$ cat config.mk
export PLATFORM = sky130hd
export DESIGN_NAME = sys_bus_arbiter_flat
export DESIGN_NICKNAME = d
export VERILOG_FILES = /design/src/rtl/sys_bus_arbiter_if.sv /design/src/rtl/sys_bus_arbiter.sv /design/src/flat_wrapper.sv
export SDC_FILE = /design/constraint.sdc
export NUM_CORES = 1
export LEC_CHECK = 0
export BUFFER_PORTS_ARGS = -buffer_cell sky130_fd_sc_hd__buf_2
export CORE_MARGIN = 8
export CORE_UTILIZATION = 50
export DETAILED_ROUTE_END_ITERATION = 7
export GPL_TIMING_DRIVEN = 0
export PLACE_DENSITY = 0.76
export SYNTH_ARGS = -nofsm -noshare
export SYNTH_HDL_FRONTEND = slang
export SYNTH_SLANG_ARGS = --single-unit
$ cat constraint.sdc
create_clock -name clk_i -period 3.3 [get_ports clk_i]
set_clock_uncertainty 0.1 [all_clocks]
set_input_delay 0.495 -clock clk_i [delete_from_list [all_inputs] [get_ports clk_i]]
set_output_delay 0.495 -clock clk_i [all_outputs]
set_load 0.02 [all_outputs]
$ cat src/rtl/sys_bus_arbiter_if.sv
// sys_bus bundle between NM single-strobe masters, the arbiter and one downstream target.
// slave modport is the arbiter's view; master modport is the surrounding environment's view.
// Widths follow the NM/AW/DW parameters, which must match those of the arbiter instance.
interface sys_bus_arbiter_if #(
  parameter int NM = 2,
  parameter int AW = 32,
  parameter int DW = 32
);
  // upstream (master side)
  logic [NM-1:0]    m_wen_i;
  logic [NM-1:0]    m_ren_i;
  logic [NM*AW-1:0] m_addr_i;
  logic [NM*DW-1:0] m_wdata_i;
  logic [NM-1:0]    m_ack_o;
  logic             m_err_o;
  logic [DW-1:0]    m_rdata_o;
  // downstream (target side)
  logic             s_wen_o;
  logic             s_ren_o;
  logic [AW-1:0]    s_addr_o;
  logic [DW-1:0]    s_wdata_o;
  logic             s_ack_i;
  logic             s_err_i;
  logic [DW-1:0]    s_rdata_i;

  modport slave (
    input  m_wen_i, m_ren_i, m_addr_i, m_wdata_i, s_ack_i, s_err_i, s_rdata_i,
    output m_ack_o, m_err_o, m_rdata_o, s_wen_o, s_ren_o, s_addr_o, s_wdata_o
  );

  modport master (
    output m_wen_i, m_ren_i, m_addr_i, m_wdata_i, s_ack_i, s_err_i, s_rdata_i,
    input  m_ack_o, m_err_o, m_rdata_o, s_wen_o, s_ren_o, s_addr_o, s_wdata_o
  );
endinterface

$ cat src/rtl/sys_bus_arbiter.sv
// Round-robin arbiter funnelling NM single-strobe sys_bus masters onto one downstream target.
// Latency: master strobe in cycle N -> downstream strobe in N+2 when idle; m_ack_o one cycle after s_ack_i.
// Backpressure: one pending slot per master; strobes from a master with a pending request are dropped.
module sys_bus_arbiter #(
  parameter int NM      = 2,
  parameter int AW      = 32,
  parameter int DW      = 32,
  parameter int TIMEOUT = 32
) (
  input  logic             clk_i,
  input  logic             rstn_i,
  sys_bus_arbiter_if.slave bus
);

  localparam int         GW      = (NM > 1) ? $clog2(NM) : 1;
  localparam logic [7:0] TO_LAST = 8'(TIMEOUT - 1);

  typedef enum logic {
    IDLE = 1'b0,
    WAIT = 1'b1
  } state_t;

  state_t state;
  state_t state_nxt;

  // per-master pending slot: valid, type (1 = write), address, write data
  logic [NM-1:0] pend_vld;
  logic [NM-1:0] pend_wr;
  logic [AW-1:0] pend_addr  [NM];
  logic [DW-1:0] pend_wdata [NM];

  // arbitration and in-flight transaction bookkeeping
  logic [GW-1:0] rr_start;   // first master examined by the next round-robin search
  logic [GW-1:0] sel_idx;
  logic          sel_found;
  logic [GW:0]   scan;
  logic [GW-1:0] grant_idx;
  logic          grant_wr;
  logic [7:0]    cnt;

  // control decisions for the current cycle
  logic          do_grant;
  logic          ack_hit;
  logic          to_hit;
  logic          complete;
  logic [NM-1:0] grant_vec;

  // capture new strobes into free pending slots; release the granted slot on completion
  always_ff @(posedge clk_i or negedge rstn_i) begin
    if (!rstn_i) begin
      pend_vld <= '0;
      pend_wr  <= '0;
      for (int i = 0; i < NM; i++) begin
        pend_addr[i]  <= '0;
        pend_wdata[i] <= '0;
      end
    end else begin
      for (int i = 0; i < NM; i++) begin
        if (complete && (grant_idx == GW'(i))) begin
          pend_vld[i] <= 1'b0;
        end else if (!pend_vld[i] && (bus.m_wen_i[i] || bus.m_ren_i[i])) begin
          // write wins when both strobes arrive together; the read is dropped
          pend_vld[i]   <= 1'b1;
          pend_wr[i]    <= bus.m_wen_i[i];
          pend_addr[i]  <= bus.m_addr_i[i*AW +: AW];
          pend_wdata[i] <= bus.m_wdata_i[i*DW +: DW];
        end
      end
    end
  end

  // round-robin search over pending slots starting at rr_start
  always_comb begin
    sel_found = 1'b0;
    sel_idx   = '0;
    scan      = '0;
    for (int k = 0; k < NM; k++) begin
      scan = {1'b0, rr_start} + (GW+1)'(k);
      if (scan >= (GW+1)'(NM)) begin
        scan = scan - (GW+1)'(NM);
      end
      if (!sel_found && pend_vld[scan[GW-1:0]]) begin
        sel_found = 1'b1;
        sel_idx   = scan[GW-1:0];
      end
    end
  end

  // FSM state register
  always_ff @(posedge clk_i or negedge rstn_i) begin
    if (!rstn_i) begin
      state <= IDLE;
    end else begin
      state <= state_nxt;
    end
  end

  // FSM next state: IDLE grants when anything is pending, WAIT ends on ack or timeout
  always_comb begin
    state_nxt = state;
    case (state)
      IDLE: if (sel_found) state_nxt = WAIT;
      WAIT: if (bus.s_ack_i || (cnt == TO_LAST)) state_nxt = IDLE;
      default: state_nxt = IDLE;
    endcase
  end

  // FSM outputs: one-cycle control decisions; a real ack beats a simultaneous timeout
  always_comb begin
    do_grant  = (state == IDLE) && sel_found;
    ack_hit   = (state == WAIT) && bus.s_ack_i;
    to_hit    = (state == WAIT) && !bus.s_ack_i && (cnt == TO_LAST);
    complete  = ack_hit || to_hit;
    grant_vec = '0;
    grant_vec[grant_idx] = 1'b1;
  end

  // downstream side: launch the granted request, hold addr/data, run the timeout counter
  always_ff @(posedge clk_i or negedge rstn_i) begin
    if (!rstn_i) begin
      bus.s_wen_o   <= 1'b0;
      bus.s_ren_o   <= 1'b0;
      bus.s_addr_o  <= '0;
      bus.s_wdata_o <= '0;
      grant_idx     <= '0;
      grant_wr      <= 1'b0;
      rr_start      <= '0;
      cnt           <= '0;
    end else begin
      bus.s_wen_o <= 1'b0;
      bus.s_ren_o <= 1'b0;
      if (do_grant) begin
        bus.s_wen_o   <= pend_wr[sel_idx];
        bus.s_ren_o   <= ~pend_wr[sel_idx];
        bus.s_addr_o  <= pend_addr[sel_idx];
        bus.s_wdata_o <= pend_wdata[sel_idx];
        grant_idx     <= sel_idx;
        grant_wr      <= pend_wr[sel_idx];
        rr_start      <= (sel_idx == GW'(NM - 1)) ? '0 : sel_idx + 1'b1;
        cnt           <= '0;
      end else if (state == WAIT) begin
        cnt <= cnt + 8'd1;
      end
    end
  end

  // upstream side: one-cycle ack to the granted master; err/rdata hold between acks
  always_ff @(posedge clk_i or negedge rstn_i) begin
    if (!rstn_i) begin
      bus.m_ack_o   <= '0;
      bus.m_err_o   <= 1'b0;
      bus.m_rdata_o <= '0;
    end else begin
      bus.m_ack_o <= '0;
      if (ack_hit) begin
        bus.m_ack_o   <= grant_vec;
        bus.m_err_o   <= bus.s_err_i;
        bus.m_rdata_o <= grant_wr ? '0 : bus.s_rdata_i;
      end else if (to_hit) begin
        bus.m_ack_o   <= grant_vec;
        bus.m_err_o   <= 1'b1;
        bus.m_rdata_o <= '0;
      end
    end
  end

endmodule

$ cat src/flat_wrapper.sv
// flat-port wrapper written by rule: the top's interface ports become plain ports
module sys_bus_arbiter_flat 
#(
  parameter int NM      = 2,
  parameter int AW      = 32,
  parameter int DW      = 32,
  parameter int TIMEOUT = 32
)
  (clk_i, rstn_i, bus_m_wen_i, bus_m_ren_i, bus_m_addr_i, bus_m_wdata_i, bus_s_ack_i, bus_s_err_i, bus_s_rdata_i, bus_m_ack_o, bus_m_err_o, bus_m_rdata_o, bus_s_wen_o, bus_s_ren_o, bus_s_addr_o, bus_s_wdata_o);
  sys_bus_arbiter_if #(.NM(NM), .AW(AW), .DW(DW)) bus_i ();
  input  logic clk_i;
  input  logic rstn_i;
  input wire logic [$bits(bus_i.m_wen_i)-1:0] bus_m_wen_i;
  input wire logic [$bits(bus_i.m_ren_i)-1:0] bus_m_ren_i;
  input wire logic [$bits(bus_i.m_addr_i)-1:0] bus_m_addr_i;
  input wire logic [$bits(bus_i.m_wdata_i)-1:0] bus_m_wdata_i;
  input wire logic [$bits(bus_i.s_ack_i)-1:0] bus_s_ack_i;
  input wire logic [$bits(bus_i.s_err_i)-1:0] bus_s_err_i;
  input wire logic [$bits(bus_i.s_rdata_i)-1:0] bus_s_rdata_i;
  output wire logic [$bits(bus_i.m_ack_o)-1:0] bus_m_ack_o;
  output wire logic [$bits(bus_i.m_err_o)-1:0] bus_m_err_o;
  output wire logic [$bits(bus_i.m_rdata_o)-1:0] bus_m_rdata_o;
  output wire logic [$bits(bus_i.s_wen_o)-1:0] bus_s_wen_o;
  output wire logic [$bits(bus_i.s_ren_o)-1:0] bus_s_ren_o;
  output wire logic [$bits(bus_i.s_addr_o)-1:0] bus_s_addr_o;
  output wire logic [$bits(bus_i.s_wdata_o)-1:0] bus_s_wdata_o;
  assign bus_i.m_wen_i = bus_m_wen_i;
  assign bus_i.m_ren_i = bus_m_ren_i;
  assign bus_i.m_addr_i = bus_m_addr_i;
  assign bus_i.m_wdata_i = bus_m_wdata_i;
  assign bus_i.s_ack_i = bus_s_ack_i;
  assign bus_i.s_err_i = bus_s_err_i;
  assign bus_i.s_rdata_i = bus_s_rdata_i;
  assign bus_m_ack_o = bus_i.m_ack_o;
  assign bus_m_err_o = bus_i.m_err_o;
  assign bus_m_rdata_o = bus_i.m_rdata_o;
  assign bus_s_wen_o = bus_i.s_wen_o;
  assign bus_s_ren_o = bus_i.s_ren_o;
  assign bus_s_addr_o = bus_i.s_addr_o;
  assign bus_s_wdata_o = bus_i.s_wdata_o;
  sys_bus_arbiter #(.NM(NM), .AW(AW), .DW(DW), .TIMEOUT(TIMEOUT)) u_core (.clk_i(clk_i), .rstn_i(rstn_i), .bus(bus_i));
endmodule
Word-level counts from Yosys, hierarchy flattened
Index checks and enable logic that the tools add are counted.
{"block": "op_classes", "addsub": 5, "eq_ne": 1, "n_reduce_logical": 24, "bitwise_logic": 6, "magnitude_cmp": 8, "mux": 39}
{"op": "two-way mux 32 bit", "n": 9}
{"op": "two-way mux 1 bit", "n": 24}
{"op": "two-way mux 8 bit", "n": 2}
{"op": "logical AND 1 bit", "n": 10}
{"op": "adder 8 x 1 -> 8 bit, second input constant", "n": 1}
{"op": "== test 8 x 5 -> 1 bit, second input constant", "n": 1}
{"op": "< comparator 1 x 2 -> 1 bit, second input constant", "n": 4}
{"op": "nonzero test 2 bit", "n": 4}
{"op": "inverter 1 bit", "n": 5}
{"op": "greater-or-equal comparator 2 bit, second input constant", "n": 2}
{"op": "zero test 1 bit", "n": 4}
{"op": "logical OR 1 bit", "n": 4}
{"op": "two-way mux 2 bit", "n": 2}
{"op": "AND reduction 2 bit", "n": 2}
{"op": "adder 1 x 1 -> 2 bit, second input constant", "n": 1}
{"op": "greater-or-equal comparator 1 x 2 -> 1 bit, second input constant", "n": 1}
{"op": "inverter 1 -> 2 bit", "n": 1}
{"op": "one-hot mux 1 bit (2 select lines)", "n": 1}
{"op": "subtractor 1 bit, second input constant", "n": 2}
{"op": "adder 1 bit, second input constant", "n": 1}
{"op": "demux 1 bit (select 1 bit)", "n": 1}
{"op": "greater-or-equal comparator 1 bit, second input constant", "n": 1}
{"block": "word_totals", "inputBits": 168, "reg_bits": 245, "output_inout_bits": 101}

Depth between registers and ports, before layout
{"block": "logic_depth", "word_depth": 12, "depth_mapped": 7, "mapped_depth_nobuf": 4}

Least setup slack after synthesis
OpenSTA, ideal clock, no wires.
{"block": "synth_timing", "kind": "flip-flop to flip-flop", "startpoint": "register u_core.cnt[0]", "endpoint": "register u_core.pend_addr[32] in the netlist's numbering", "stages_incl_launch_ff": 8, "slack_ns": 1.321, "t_arrival_ns": 1.747, "setup_time_ns": 0.131, "path_buffers": 3, "period_less_slack_ns": 1.979, "required_ns": 3.069, "cell_sequence": "dfrtp_1 ha_1 or4b_1 buf_2 buf_2 buf_2 o2111ai_1 nand3_1"}
{"block": "synth_via", "elab_chain_len": 6}
{"element": "start, declared", "line_no": "sys_bus_arbiter.sv:39", "rtl": "logic [7:0] cnt;"}
{"element": "start signal, assigned", "line_no": "sys_bus_arbiter.sv:142", "rtl": "cnt <= cnt + 8'd1;"}
{"element": "== test 8 x 5 -> 1 bit", "line_no": "sys_bus_arbiter.sv:112", "rtl": "to_hit = (state == WAIT) && !bus.s_ack_i && (cnt == TO_LAST);"}
{"element": "logical AND 1 bit", "line_no": "sys_bus_arbiter.sv:112"}
{"element": "logical OR 1 bit", "line_no": "sys_bus_arbiter.sv:113", "rtl": "complete = ack_hit || to_hit;"}
{"element": "logical AND 1 bit", "line_no": "sys_bus_arbiter.sv:59", "rtl": "if (complete && (grant_idx == GW'(i))) begin"}
{"element": "inverter 1 bit (no line)"}
{"element": "AND reduction 2 bit (no line)"}
{"element": "end signal, assigned by index", "line_no": "sys_bus_arbiter.sv:65", "rtl": "pend_addr[i] <= bus.m_addr_i[i*AW +: AW];"}
{"element": "end, declared", "line_no": "sys_bus_arbiter.sv:29", "rtl": "logic [AW-1:0] pend_addr [NM];"}
No other way between the ends.
A chain may end at the register's enable or synchronous reset.

Final worst setup path
{"block": "layout_timing", "startpoint": "register u_core.state", "endpoint": "register u_core.pend_addr[60] in the netlist's numbering"}
{"block": "layout_via", "elab_chain_len": 6, "word_cells_on_any_way": 7, "cone_classes": "bitwise: 1; reduce/logical: 6"}
{"element": "start, declared", "line_no": "sys_bus_arbiter.sv:23", "rtl": "state_t state;"}
{"element": "start signal, assigned", "line_no": "sys_bus_arbiter.sv:94", "rtl": "state <= state_nxt;"}
{"element": "logical AND 1 bit (2 in series)", "line_no": "sys_bus_arbiter.sv:112"}
{"element": "logical OR 1 bit *", "line_no": "sys_bus_arbiter.sv:113"}
{"element": "logical AND 1 bit *", "line_no": "sys_bus_arbiter.sv:59"}
{"element": "inverter 1 bit (no line) *"}
{"element": "AND reduction 2 bit (no line) *"}
Mark *: on every way between the ends. The rest lies on a longest branch, timed or not.

==> results.toml <==
[status]
outcome = "completed"

[logic_synthesis]
ys_ff_latch = 245
async_reset_ff_share_pct = 100.0
synth.most_common_cell = "sky130_fd_sc_hd__dfrtp_1"
post_synth_and_or_nand_nor_area_fraction_pct = 22.97
synth.area.top_cells = "sky130_fd_sc_hd__dfrtp_1 (41%), sky130_fd_sc_hd__mux2i_1 (8.8%), sky130_fd_sc_hd__o2111ai_1 (7.6%)"
synth_area_sq_mm = 0.01507
most_common_library_cells_after_synthesis = "sky130_fd_sc_hd__dfrtp_1 (245), sky130_fd_sc_hd__clkbuf_1 (141), sky130_fd_sc_hd__mux2i_1 (133)"
netlist-cell-type-count = 41
most_frequently_used_flop_master_after_synthesis = "sky130_fd_sc_hd__dfrtp_1"
synth_largest_area_cell = "sky130_fd_sc_hd__dfrtp_1"
muxShareOfSynthArea_pct = 8.907
largest_family_of_logic_cells_by_synthesized_area = "simple AND/OR/NAND/NOR gates"
synth-compound-area-share_pct = 21.64
synth_top_cell_area_share_pct = 40.67
ys_warn_count = 0
synth-xor-area-share_pct = 0.1743
synth_adder_area_share_pct = 0.08301
sequential_element_share_of_the_synthesized_area_pct = 40.67
mappedNetlistNets = 1678
synthesis.area_per_instance_sq_um = 9.989
synthCells = 1509
synth_enable_flop_cells = 0

[worst_setup_path]
path_class = "reg2reg"
timing.critical_path.from = "u_core.state"
reg2reg_from = "u_core.state"
buffer_and_inverter_count_on_the_worst_path = 3
path_cells = "buf_2 -> nand2_1 -> clkbuf_1 -> clkbuf_1 -> o2111ai_1 -> nand3_1"
cp_data_required_time_ps = 3690
timing.critical_path.from_type = "register"
critical_path.most_common_cell = "sky130_fd_sc_hd__clkbuf_1"
cpMaxStageDelayCell = "sky130_fd_sc_hd__clkbuf_1"
max_stage_delay_on_crit_path_ps = 700
cp.arrival_ps = 3070
crit_family = "buffers and inverters"
critical_path_peak_fanout = 10
worst_setup_path_end_kind = "register"

[clocking]
cts_buffers = 28
cts_tree = "done"
cts_resized = 0
cts.root.buffer_cell = "sky130_fd_sc_hd__clkbuf_16"
hold_buffers = 1
clock_insertion_delay_worst_skew_ps = 560
cts.sinks = 245
clkTransAtPathRegs_ps = 60
number_of_h_tree_branching_levels = 1
cts_post_setup_buffers_inserted = 0
clock_path_buffers = 3

[placement]
place_congestion = 0.8850
placement.io_buffers = 268
place_inst = 2169
hpwl_reported_at_the_end_of_detailed_placement_mm = 38.28

[layout]
finalNetCount = 1979
drive_gt1_share_pct = 19.40
final-instance-count-excl-fill = 2222
utilization_pct = 60.29
layout-area-overhead-vs-synth_pct = 18.55

[detailed_routing]
dr.first_iter.drc_count = 1875
top_layer_used = "met5"
routed_metal_1_wire_length_mm = 22.50
route.detailed.wl_per_inst_microns = 24.40
route.antenna.remaining_nets = 0
wl_mm = 54.21
via_count_of_the_routed_design = 14960
detail_route.vias_per_cell = 6.730
post_route_drc_violation_count = 0
met3RoutedLength_mm = 4.971
metal2_wl_mm = 24.21
drt_pre_antenna_iters = 5

[global_route]
antenna_found_initial = 3
grt_pass1_vias = 14890
grt_first_pass_wirelength_mm = 84.12
grt_start_max_net_pins = 111
globalRoute.totalOverflow = 0
global_route.usage.total_pct = 28.72

[pwr]
pwr_density_cell_mw_per_mm2 = 868.1
post-layout-total-power_uw = 15510
power.static_leakage_uw = 0.007276
irDropWorstVdd_v = 0.0004609

[run]
max_cap_viol_count = 0

[floorplanning]
fp-row-count = 63
initial_utilization_pct = 50.86
floorplan.die_area_sq_mm = 0.03596
die_width_microns = 189.6
die_height_microns = 189.6
ios = 269
core_area_sq_mm = 0.02964

[timing]
fin_worst_hold_slack_ps = 58.89
slew_violations = 0
grt_setup_unrepaired = "no"
timing.setup.tns_ps = 0
fmax_mhz = 373.0
fin_crit_sh_pct = 81.25
final-hold-violation-count = 0
worst-slew-pin-transition_ps = 1326
post-route-min-period_ps = 2681
setup_viol = 0
max_transition_margin_pct = 11.39

[min_path]
worst_hold_startpoint = "bus_s_rdata_i[29]"
hold_path_class = "in2reg"
cell usage in the layout (no fill, tap or decap), types with 3 or more instances in the layout:
cell type                     n
sky130_fd_sc_hd__a41oi_1     65
sky130_fd_sc_hd__nor2_1       4
sky130_fd_sc_hd__and4b_1     65
sky130_fd_sc_hd__and2_0      33
sky130_fd_sc_hd__nand2_1     69
sky130_fd_sc_hd__nor2b_1     67
sky130_fd_sc_hd__buf_2      306
sky130_fd_sc_hd__nand3_1     70
sky130_fd_sc_hd__nand4_1     66
sky130_fd_sc_hd__inv_1        3
sky130_fd_sc_hd__and2_1      96
sky130_fd_sc_hd__nor3_1       4
sky130_fd_sc_hd__o31ai_1     65
sky130_fd_sc_hd__clkinv_2     7
sky130_fd_sc_hd__dfrtp_1    245
sky130_fd_sc_hd__clkbuf_16   28
sky130_fd_sc_hd__a21oi_1      4
sky130_fd_sc_hd__buf_1       21
sky130_fd_sc_hd__mux2i_1    133
sky130_fd_sc_hd__clkbuf_8     3
sky130_fd_sc_hd__clkbuf_1   150
sky130_fd_sc_hd__a22o_1      36
sky130_fd_sc_hd__nand3b_1    65
sky130_fd_sc_hd__o2111ai_1  130
sky130_fd_sc_hd__a221o_1     64
layout make-up:
cell class / instances / area, sq um
clock buffer: 40 / 775.7
clock inverter: 10 / 111.4
antenna: 2 / 5.005
tap: 390 / 488.0
multi-input combinational: 1058 / 8105
inverter: 3 / 11.26
sequential: 245 / 6131
fill: 2606 / 11770
timing repair buffer: 271 / 1416
buffer: 203 / 825.8
layer usage:
layer / vias up / global-route usage [%]
met4: 2 / 13.47
li1: 6567 / -
met3: 166 / 5.291
met1: 7287 / 38.79
met5: - / 0
met2: 933 / 44.28
path summary, 6_finish.rpt:
| kind | to | slack, ps | depth (start not counted) |
|---|---|---|---|
| setup / recovery | u_core.pend_addr[60] | 620 | 6 |
| hold / removal | u_core.bus.m_rdata_o[29] | 60 | 2 |
| setup reg to reg | u_core.pend_addr[60] | 620 | 6 |
| hold reg to reg | u_core.bus.m_err_o | 390 | 1 |
| max in group asynchronous | u_core.bus.s_wdata_o[19] | 1430 | 4 |
| min in group asynchronous | u_core.pend_addr[60] | 370 | 2 |
flip-flops by register name, summed over array words and instances, names as in the netlist, 2 cells and up:
register and flops:
u_core.bus.m_rdata_o 32, u_core.pend_vld 2, u_core.pend_wdata 64, u_core.bus.s_wdata_o 32
u_core.pend_wr 2, u_core.pend_addr 64, u_core.cnt 8, u_core.bus.s_addr_o 32
u_core.bus.m_ack_o 2
cell families (layout without fill, tap and decap cells):
family | after synthesis | count (layout)
simple gates | 544 | 544
compound gates | 376 | 376
flops | 245 | 245
buf+inv | 206 | 527
mux | 134 | 134
xor+xnor | 3 | 3
fa+ha+maj | 1 | 1
other cells | 0 | 2
metrics by stage:
stage	instance area (sq um)	setup slack (ps)
floorplan	15070	1321
global placement	16900	-2927
detailed placement	16970	582.9
CTS	17860	688.4
global route	17870	568.1
finish	17870	618.9
worst register-to-register path, delay by kind of cell, from the launching register on:
kind | cells | cell delay [ps]
buf+inv | 3 | 1450
flops | 1 | 350
compound gates | 1 | 240
simple gates | 2 | 480
power breakdown:
part	total [uW]	switching (uW)	internal [uW]	leakage (uW)
logic	6850	4140	2710	0.00400
clock network	3070	1290	1780	0.000440
registers	5600	1280	4320	0.00284
(Power assumes the default switching activity.)
